<file path="src/rtl/wb_port_arbiter.sv">
// wb_port_arbiter: shares one registered writeback port between the fast execute path and the slow mul/div path.
// Optional WB_X0_FILTER_EN: rd==0 results complete their handshake but are never presented on the port.
module wb_port_arbiter #(
    parameter int DATA_W       = 32,
    parameter int REG_ADDR_W   = 5,
    parameter int STARVE_LIMIT = 4
) (
    input  logic                  clk,
    input  logic                  reset,
    input  logic                  fast_valid,
    output logic                  fast_ready,
    input  logic [REG_ADDR_W-1:0] fast_rd,
    input  logic [DATA_W-1:0]     fast_data,
    input  logic                  slow_valid,
    output logic                  slow_ready,
    input  logic [REG_ADDR_W-1:0] slow_rd,
    input  logic [DATA_W-1:0]     slow_data,
    output logic                  wb_valid,
    input  logic                  wb_ready,
    output logic [REG_ADDR_W-1:0] wb_rd,
    output logic [DATA_W-1:0]     wb_data,
    output logic                  wb_src,
    output logic [3:0]            starve_cnt
);
    localparam logic [3:0] LIMIT = 4'(STARVE_LIMIT);

    logic                  r_wb_valid;
    logic [REG_ADDR_W-1:0] r_wb_rd;
    logic [DATA_W-1:0]     r_wb_data;
    logic                  r_wb_src;
    logic [3:0]            r_starve_cnt;

    logic                  w_load;
    logic                  w_force_slow;
    logic                  w_fast_xfer;
    logic                  w_slow_xfer;
    logic                  w_keep;
    logic [REG_ADDR_W-1:0] w_rd;
    logic [DATA_W-1:0]     w_data;

    // At most one of the two readys can be high while both valids are high.
    always_comb begin
        w_load       = !r_wb_valid || wb_ready;
        w_force_slow = r_starve_cnt == LIMIT;
        fast_ready   = !reset && w_load && !(w_force_slow && slow_valid);
        slow_ready   = !reset && w_load && (!fast_valid || w_force_slow);
        w_fast_xfer  = fast_valid && fast_ready;
        w_slow_xfer  = slow_valid && slow_ready;
        w_rd         = w_slow_xfer ? slow_rd : fast_rd;
        w_data       = w_slow_xfer ? slow_data : fast_data;
`ifdef WB_X0_FILTER_EN
        w_keep       = (w_fast_xfer || w_slow_xfer) && (w_rd != '0);
`else
        w_keep       = w_fast_xfer || w_slow_xfer;
`endif
    end

    always_ff @(posedge clk) begin
        if (reset) begin
            r_wb_valid   <= 1'b0;
            r_wb_rd      <= '0;
            r_wb_data    <= '0;
            r_wb_src     <= 1'b0;
            r_starve_cnt <= '0;
        end else begin
            if (w_load) r_wb_valid <= w_keep;
            if (w_load && w_keep) begin
                r_wb_rd   <= w_rd;
                r_wb_data <= w_data;
                r_wb_src  <= w_slow_xfer;
            end
            if (w_slow_xfer) r_starve_cnt <= '0;
            else if (slow_valid && w_load && r_starve_cnt < LIMIT) r_starve_cnt <= r_starve_cnt + 4'd1;
        end
    end

    assign wb_valid   = r_wb_valid;
    assign wb_rd      = r_wb_rd;
    assign wb_data    = r_wb_data;
    assign wb_src     = r_wb_src;
    assign starve_cnt = r_starve_cnt;
endmodule

</file>
<file path="config.mk">
export PLATFORM = sky130hd
export DESIGN_NAME = wb_port_arbiter
export DESIGN_NICKNAME = d
export VERILOG_FILES = /design/src/rtl/wb_port_arbiter.sv
export SDC_FILE = /design/constraint.sdc
export NUM_CORES = 1
export LEC_CHECK = 0
export CORE_MARGIN = 4
export CORE_UTILIZATION = 40
export DETAILED_ROUTE_END_ITERATION = 8
export HOLD_SLACK_MARGIN = 0.06
export PLACE_DENSITY_LB_ADDON = 0.12
export SLEW_MARGIN = 40
export SYNTH_ARGS = -nofsm -noshare
export SYNTH_HDL_FRONTEND = slang
export SYNTH_SLANG_ARGS = --single-unit
</file>
<file path="constraint.sdc">
create_clock -name clk -period 2.9 [get_ports clk]
set_clock_uncertainty 0.1 [all_clocks]
set_input_delay 0.87 -clock clk [delete_from_list [all_inputs] [get_ports clk]]
set_output_delay 0.87 -clock clk [all_outputs]
set_load 0.05 [all_outputs]
</file>
==> results.md, run 1 <==
* Sum of overflow across all layers after global routing at 0
* Maximum number of pins on one net before global-route repair at 44
* Drt drc at 0
* Beginning of the worst register-to-register path: starve_cnt[0]
* Buf/Inv on CP at 2
* Combinational share of power at 0.312
* Highest-count cells in the layout ignoring fill and taps: sky130_fd_sc_hd__clkdlybuf4s50_1 (120), sky130_fd_sc_hd__inv_1 (80), sky130_fd_sc_hd__dfxtp_1 (43)
* Hold Fails Final Rpt at 0
* Leakage power at 1.46 nW
* H-tree Lvls at 2
* Fin worst setup slack at 0.0657 ns
* Cells along the critical path: clkdlybuf4s50_1, and2b_1, nor3_4, buf_12
* Final non-filler cell area at 0.00357 mm2
* Aggregate routed wire length at 6.41 mm
* Total Die Area at 0.00641 mm2
* Type of the worst setup path: in2out
* Setup Total Neg Slack at 0 ns
* Maximum number of buffers from clock root to sink at 2
* Count of cells along the worst register-to-register path at 6
* RD Place Congestion at 0.731
* Fill cell count at 412
* Routed via count at 2180
* RSZ-0062 raised after global routing: false
* Total cell area at the placement stage at 0.00344 mm2
* Crit path max fanout at 2
* Area delta synth->final at 71.9%
* End-of-flow core utilization at 0.731
* Arrival time reported for the critical path endpoint at 1.86 ns
* Final HPWL from detailed placement at 4.56 mm
* CTS sink cnt at 43
* Seq/Total Area, Yosys at 0.415
* Critical Path Start Type: primary input
* Final setup violating endpoints at 0
* PD cells at 465 mW/mm2
* Number of global-route vias before repair at 2083
* Layout Nets at 447
* Fraction of final layout cells with drive strength greater than 1 at 0.101
* Max-capacitance violation count at 0
* Hold Path Cell Cnt at 2
* Ratio of final minimum period to clock period at 0.977
* Switching power summed over all nets at 0.516 mW
* Kind of end point of the critical path: primary output
* # port buffers at 123
* Flip-flop and latch count after synthesis at 43
* Standard cell with the maximum stage delay on the critical path: sky130_fd_sc_hd__clkdlybuf4s50_1
* Post-synth net total at 326
* Net Sw Frac at 0.311
* WL/cell at 14.8 um
* Clock-pin slew reported for the worst setup and hold paths after clock tree synthesis at 0.08 ns
* Total of hold buffers inserted after clock tree synthesis at 0
* Minimum clock period at 2.83 ns
* Inserted Clock Buffers at 5
* Starting density of the core at 0.425
* Crit path required time at 1.93 ns
* Cell count after synthesis at 245
* Actual transition at the worst max-transition pin at 0.530 ns
* Detailed-route vias per instance at 5.02
* Number of nets with antenna violations after routing at 0
* Worst-case setup slack after placement at -0.0121 ns
* Antenna cells at 0
* Latest clock arrival within the worst-skew pair at 0.29 ns
* Class of the tightest hold or removal check: reg2reg
* Fraction of power consumed by sequential logic at 0.397
* Worst Min Path Start: wb_src
* R2R Setup Slk at 1.01 ns
* Hold endpoint: wb_src
* Number of ports placed on the die boundary at 124
* Die extent in x at 80.0 um
* Number of distinct library cells after synthesis at 26
* Core box area at 0.00488 mm2
* Row Count at 25
* DR iter-0 viols at 78
* Per-instance average area after synthesis at 8.47 um2
* Cell Int Power at 1.14 mW
* Delay of the slowest cell on the worst path at 0.47 ns
* Final Max Tran Viols at 0
* Die H at 80.0 um
* Dominant delay contributor by cell family on the critical path: buffers and inverters
* Overall Global Routing Usage at 0.204
* Antenna violations before repair at 0
* Area of the mapped netlist at 0.00208 mm2
* Most frequent standard cell in the layout excluding fill and tap cells: sky130_fd_sc_hd__clkdlybuf4s50_1
* Peak clock frequency supported by timing at 353 MHz
* Root Driver: sky130_fd_sc_hd__clkbuf_8
* Clock network fraction of total power at 0.291
* Worst supply voltage drop on vdd at 275 uV
* Capture point of the worst reg-to-reg path: wb_data[8]
* Overall power of the completed layout at 1.66 mW
* First-pass GRT wire length at 10.4 mm
* Rel. slew slack at 0.646
* Count of TritonRoute iterations in the first routing pass at 4
* CTS tree: done
* Warning count from the yosys run at 0
* Outcome: finished clean
## worst max-delay path by stage
stage / cells after the start / slack (ns) / from / to
final: 4 / 0.07 / wb_ready / slow_ready
after global routing: 4 / 0.02 / wb_ready / slow_ready
after detailed placement: 4 / -0.01 / wb_ready / slow_ready
after global placement: 4 / 0.003 / wb_ready / slow_ready
after CTS: 4 / 0.02 / wb_ready / slow_ready
after floorplan: 4 / 0.04 / wb_ready / fast_ready
## synthesized netlist by cell type, drive strengths merged
cell type / number / area share
nand4: 39 / 0.12
and3: 2 / 0.0060
and3b: 1 / 0.0042
and2b: 1 / 0.0036
a211oi: 2 / 0.0072
nor2b: 2 / 0.0060
inv: 80 / 0.14
o221ai: 37 / 0.18
o2111a: 1 / 0.0054
nand4b: 1 / 0.0042
nor2: 2 / 0.0036
a31oi: 1 / 0.0030
a21oi: 1 / 0.0024
o31ai: 2 / 0.0072
buf: 11 / 0.034
nand2b: 2 / 0.0060
nor3: 2 / 0.0048
o2111ai: 1 / 0.0072
ha: 2 / 0.012
dfxtp: 43 / 0.41
o21ai: 2 / 0.0048
clkbuf: 10 / 0.018
## worst reg2reg max path, cell delays in order (launching register included)
cell                        delay [ns]
sky130_fd_sc_hd__dfxtp_1          0.38
sky130_fd_sc_hd__inv_1            0.08
sky130_fd_sc_hd__ha_1             0.21
sky130_fd_sc_hd__and3b_1          0.24
sky130_fd_sc_hd__o2111ai_4        0.33
sky130_fd_sc_hd__buf_4            0.28
sky130_fd_sc_hd__o221ai_1         0.14
## metrics by stage
stage               hold slack (ns)  cells
floorplan                     0.578    245
global placement              0.358    426
detailed placement            0.359    426
CTS                           0.376    434
global route                  0.412    434
finish                        0.367    434
## cell type report
class | instances | area [um2] | share of cell area
Clock buffer | 6 | 82.6 | 0.0231
Clock inverter | 2 | 35.0 | 0.00982
Inverter | 80 | 300 | 0.0842
Multi-Input combinational cell | 101 | 848 | 0.238
Sequential cell | 43 | 861 | 0.241
Tap cell | 67 | 83.8 | 0.0235
Timing Repair Buffer | 135 | 1360 | 0.380
## power by group through the flow
stage                     clock, mW  combinational (mW)  sequential, mW
after global routing          0.521               0.550           0.665
final                         0.483               0.518           0.659
after detailed placement          0               0.519           0.673
after CTS                     0.500               0.521           0.659
after floorplan                   0               0.121           0.831
after global placement            0               0.514           0.671
## timing repair
action                     CTS  global route
pin swaps                    1             0
buffers inserted             0             0
hold endpoints to repair     0             0
setup endpoints to repair    1             1
gates cloned                 0             0
resized for setup            0             3
## registers in the layout, indices dropped and copies added, names as in the netlist
register and flops:
starve_cnt 4, wb_data 32, wb_rd 5, wb_src 1, wb_valid 1
## per-layer routing
| metal | track usage | up-vias | wire [um] |
|---|---|---|---|
| met3 | 0.0655 | 4 | 519 |
| li1 | - | 1099 | - |
| met1 | 0.254 | 1001 | 2760 |
| met5 | 0 | - | 0 |
| met4 | 0.0405 | 0 | 40 |
| met2 | 0.345 | 76 | 3090 |
## logic make-up (layout without fill, tap and decap cells)
logic type                 Yosys count  count (layout)  share of synthesized area
buffers and inverters              101             223                      0.197
AOI/OAI and AO/OA                   47              47                      0.221
DFF                                 43              43                      0.415
adders and majority gates            2               2                     0.0121
and+or+nand+nor                     52              52                      0.156
No activity file was read; power rests on OpenSTA's default activity.
==> run 2: changes to the inputs <==
--- a/config.mk
+++ b/config.mk
@@ -5,8 +5,10 @@
 export SDC_FILE = /design/constraint.sdc
 export NUM_CORES = 1
 export LEC_CHECK = 0
+export ABC_CLOCK_PERIOD_IN_PS = 2500
 export CORE_MARGIN = 4
-export CORE_UTILIZATION = 40
+export CORE_UTILIZATION = 34
+export CTS_CLUSTER_DIAMETER = 150
 export DETAILED_ROUTE_END_ITERATION = 8
 export HOLD_SLACK_MARGIN = 0.06
 export PLACE_DENSITY_LB_ADDON = 0.12
==> constraint.sdc (replaced) <==
create_clock -name clk -period 2.5 [get_ports clk]
set_clock_uncertainty 0.1 [all_clocks]
set_input_delay 0.75 -clock clk [delete_from_list [all_inputs] [get_ports clk]]
set_output_delay 0.75 -clock clk [all_outputs]
set_load 0.05 [all_outputs]
==> results.md, run 2 (same netlist as run 1, synthesis figures left out) <==
* Overall Global Routing Usage at 0.179 (-0.0252)
* Hold Path Cell Cnt at 2 (unchanged)
* Root Driver: sky130_fd_sc_hd__clkbuf_8
* Hold endpoint: wb_src
* Antenna violations before repair at 0 (unchanged)
* Count of TritonRoute iterations in the first routing pass at 4 (unchanged)
* RD Place Congestion at 0.836 (+14%)
* Beginning of the worst register-to-register path: starve_cnt[0]
* CTS sink cnt at 43 (unchanged)
* Critical Path Start Type: primary input
* Actual transition at the worst max-transition pin at 0.531 ns (+0.000958 ns)
* Buf/Inv on CP at 2 (unchanged)
* Worst-case setup slack after placement at -0.166 ns (-0.154 ns)
* Layout Nets at 452 (+1.1%)
* Aggregate routed wire length at 6.53 mm (+1.8%)
* Cells along the critical path: dlygate4sd2_1, and2b_1, nor3_2, buf_12
* Number of ports placed on the die boundary at 124 (unchanged)
* Combined flip-flop and latch cell area at 863 um2 (+0.29%)
* Fraction of final layout cells with drive strength greater than 1 at 0.121 (+0.0202)
* Detailed-route vias per instance at 4.90 (-2.4%)
* Starting density of the core at 0.351 (-0.0748)
* R2R Setup Slk at 0.60 ns (-0.41 ns)
* Clock-pin slew reported for the worst setup and hold paths after clock tree synthesis at 0.08 ns (about the same)
* Highest-count cells in the layout ignoring fill and taps: sky130_fd_sc_hd__clkdlybuf4s50_1 (116), sky130_fd_sc_hd__inv_1 (80), sky130_fd_sc_hd__dfxtp_1 (41)
* Crit path max fanout at 2 (unchanged)
* Hold Fails Final Rpt at 0 (unchanged)
* Class of the tightest hold or removal check: reg2reg
* Standard cell with the maximum stage delay on the critical path: sky130_fd_sc_hd__nor3_2
* Maximum number of pins on one net before global-route repair at 38 (-14%)
* Latest clock arrival within the worst-skew pair at 0.29 ns (about the same)
* RSZ-0062 raised after global routing: false
* Total of hold buffers inserted after clock tree synthesis at 0 (unchanged)
* Worst hold-check slack at 0.389 ns (+0.0215 ns)
* DR iter-0 viols at 101 (+29%)
* Area delta synth->final at 75.2%
* # port buffers at 123 (unchanged)
* PD cells at 530 mW/mm2 (+14%)
* Cell count after placement at 438 (+2.8%)
* Fill cell count at 525 (+27%)
* Kind of end point of the critical path: primary output
* Fin worst setup slack at 0.0823 ns (+0.0166 ns)
* First-pass GRT wire length at 10.7 mm (+2.6%)
* Minimum clock period at 2.42 ns
* Final standard cell count with taps included and fillers excluded at 447 (+3.0%)
* WL/cell at 14.6 um (-1.1%)
* Arrival time reported for the critical path endpoint at 1.57 ns (-0.29 ns)
* Crit path required time at 1.65 ns (-0.28 ns)
* Final HPWL from detailed placement at 4.63 mm (+1.5%)
* Core box area at 0.00592 mm2 (+21%)
* H-tree Lvls at 2 (unchanged)
* Count of cells along the worst register-to-register path at 7 (+1)
* Final setup violating endpoints at 0 (unchanged)
* Dominant delay contributor by cell family on the critical path: simple AND/OR/NAND/NOR gates
* Final Max Tran Viols at 0 (unchanged)
* Most frequent standard cell in the layout excluding fill and tap cells: sky130_fd_sc_hd__clkdlybuf4s50_1
* Sum of overflow across all layers after global routing at 0 (unchanged)
* Capture point of the worst reg-to-reg path: wb_data[2]
* Type of the worst setup path: in2out
* Routed via count at 2192 (+0.55%)
* Maximum number of buffers from clock root to sink at 2 (unchanged)
* Antenna cells at 0 (unchanged)
* Worst Min Path Start: wb_src
* Inserted Clock Buffers at 5 (unchanged)
* Largest register FFs at 32 (unchanged)
* CTS tree: done
* Row Count at 28 (+12%)
* Outcome: finished clean
* Area occupied by multi-input gates at 846 um2 (-0.30%)
* Worst supply voltage drop on vdd at 242 uV (-12%)
* Rel. slew slack at 0.645 (about the same)
* Ratio of final minimum period to clock period at 0.967
* Total Die Area at 0.00742 mm2 (+16%)
* Number of global-route vias before repair at 2240 (+7.5%)
* Max-capacitance violation count at 0 (unchanged)
* Peak clock frequency supported by timing at 414 MHz
* Die H at 86.1 um (+7.6%)
* Drt drc at 0 (unchanged)
* Delay of the slowest cell on the worst path at 0.23 ns (-0.24 ns)
* Die extent in x at 86.1 um (+7.6%)
* Number of nets with antenna violations after routing at 0 (unchanged)
* Leakage power at 1.51 nW (+3.2%)
[run 2: timing repair]
| action | CTS | global route |
|---|---|---|
| buffers inserted | 0 | 1 |
| pin swaps | 2 | 1 |
| gates resized for setup | 7 | 1 |
| setup endpoints to repair | 2 | 2 |
[run 2: power breakdown]
group / internal (mW) / total, mW / switching, mW
combinational: 0.274 / 0.611 / 0.337
sequential: 0.738 / 0.766 / 0.0275
clock: 0.298 / 0.552 / 0.254
total: 1.31 / 1.93 / 0.618
[run 2: routing by layer]
layer	vias to the layer above	part of all wire	track usage
li1	1109	-	-
met1	1003	0.43	0.220
met2	74	0.48	0.304
met3	6	0.076	0.0461
met4	0	0.011	0.0561
met5	-	0	0
[run 2: per-stage QoR]
stage	power (mW)	util	area (um2)	TNS (ns)
final	1.93	0.614	3640	0
after global routing	2.02	0.614	3640	0
after CTS	1.95	0.613	3630	0
after detailed placement	1.40	0.593	3510	-0.259
after global placement	1.39	0.593	3510	-0.276
after floorplan	1.11	-	2090	-0.00128
[run 2: worst max path at each step]
stage / slack [ns] / end / cells past startpoint / from
6_report: 0.08 / slow_ready / 4 / wb_ready
5_1_grt: 0.01 / starve_cnt[3] / 1 / starve_cnt[3]
4_1_cts: 0.03 / slow_ready / 6 / starve_cnt[0]
3_5_place_dp: -0.17 / slow_ready / 4 / wb_ready
3_3_place_gp: -0.20 / slow_ready / 4 / wb_ready
2_1_floorplan: -0.001 / slow_ready / 3 / starve_cnt[2]
[run 2: tightest hold or removal path, cell delays in order, from the launching register on]
cell	delay, ns
sky130_fd_sc_hd__dfxtp_1	0.32
sky130_fd_sc_hd__inv_1	0.04
sky130_fd_sc_hd__o21ai_0	0.07
[run 2: layout make-up]
class	count	share of cell area
tap	75	0.0258
inverter	80	0.0826
clock inverter	3	0.0120
sequential	43	0.237
timing repair buffer	140	0.391
multi-input combinational	101	0.233
clock buffer	5	0.0189
==> run 3: changes to the inputs <==
--- a/config.mk
+++ b/config.mk
@@ -6,6 +6,7 @@
 export NUM_CORES = 1
 export LEC_CHECK = 0
 export ABC_CLOCK_PERIOD_IN_PS = 2500
+export CAP_MARGIN = 20
 export CORE_MARGIN = 4
 export CORE_UTILIZATION = 34
 export CTS_CLUSTER_DIAMETER = 150
==> results of run 3 <==
Same layout as run 2: the final DEF is identical, and so are final timing and power.
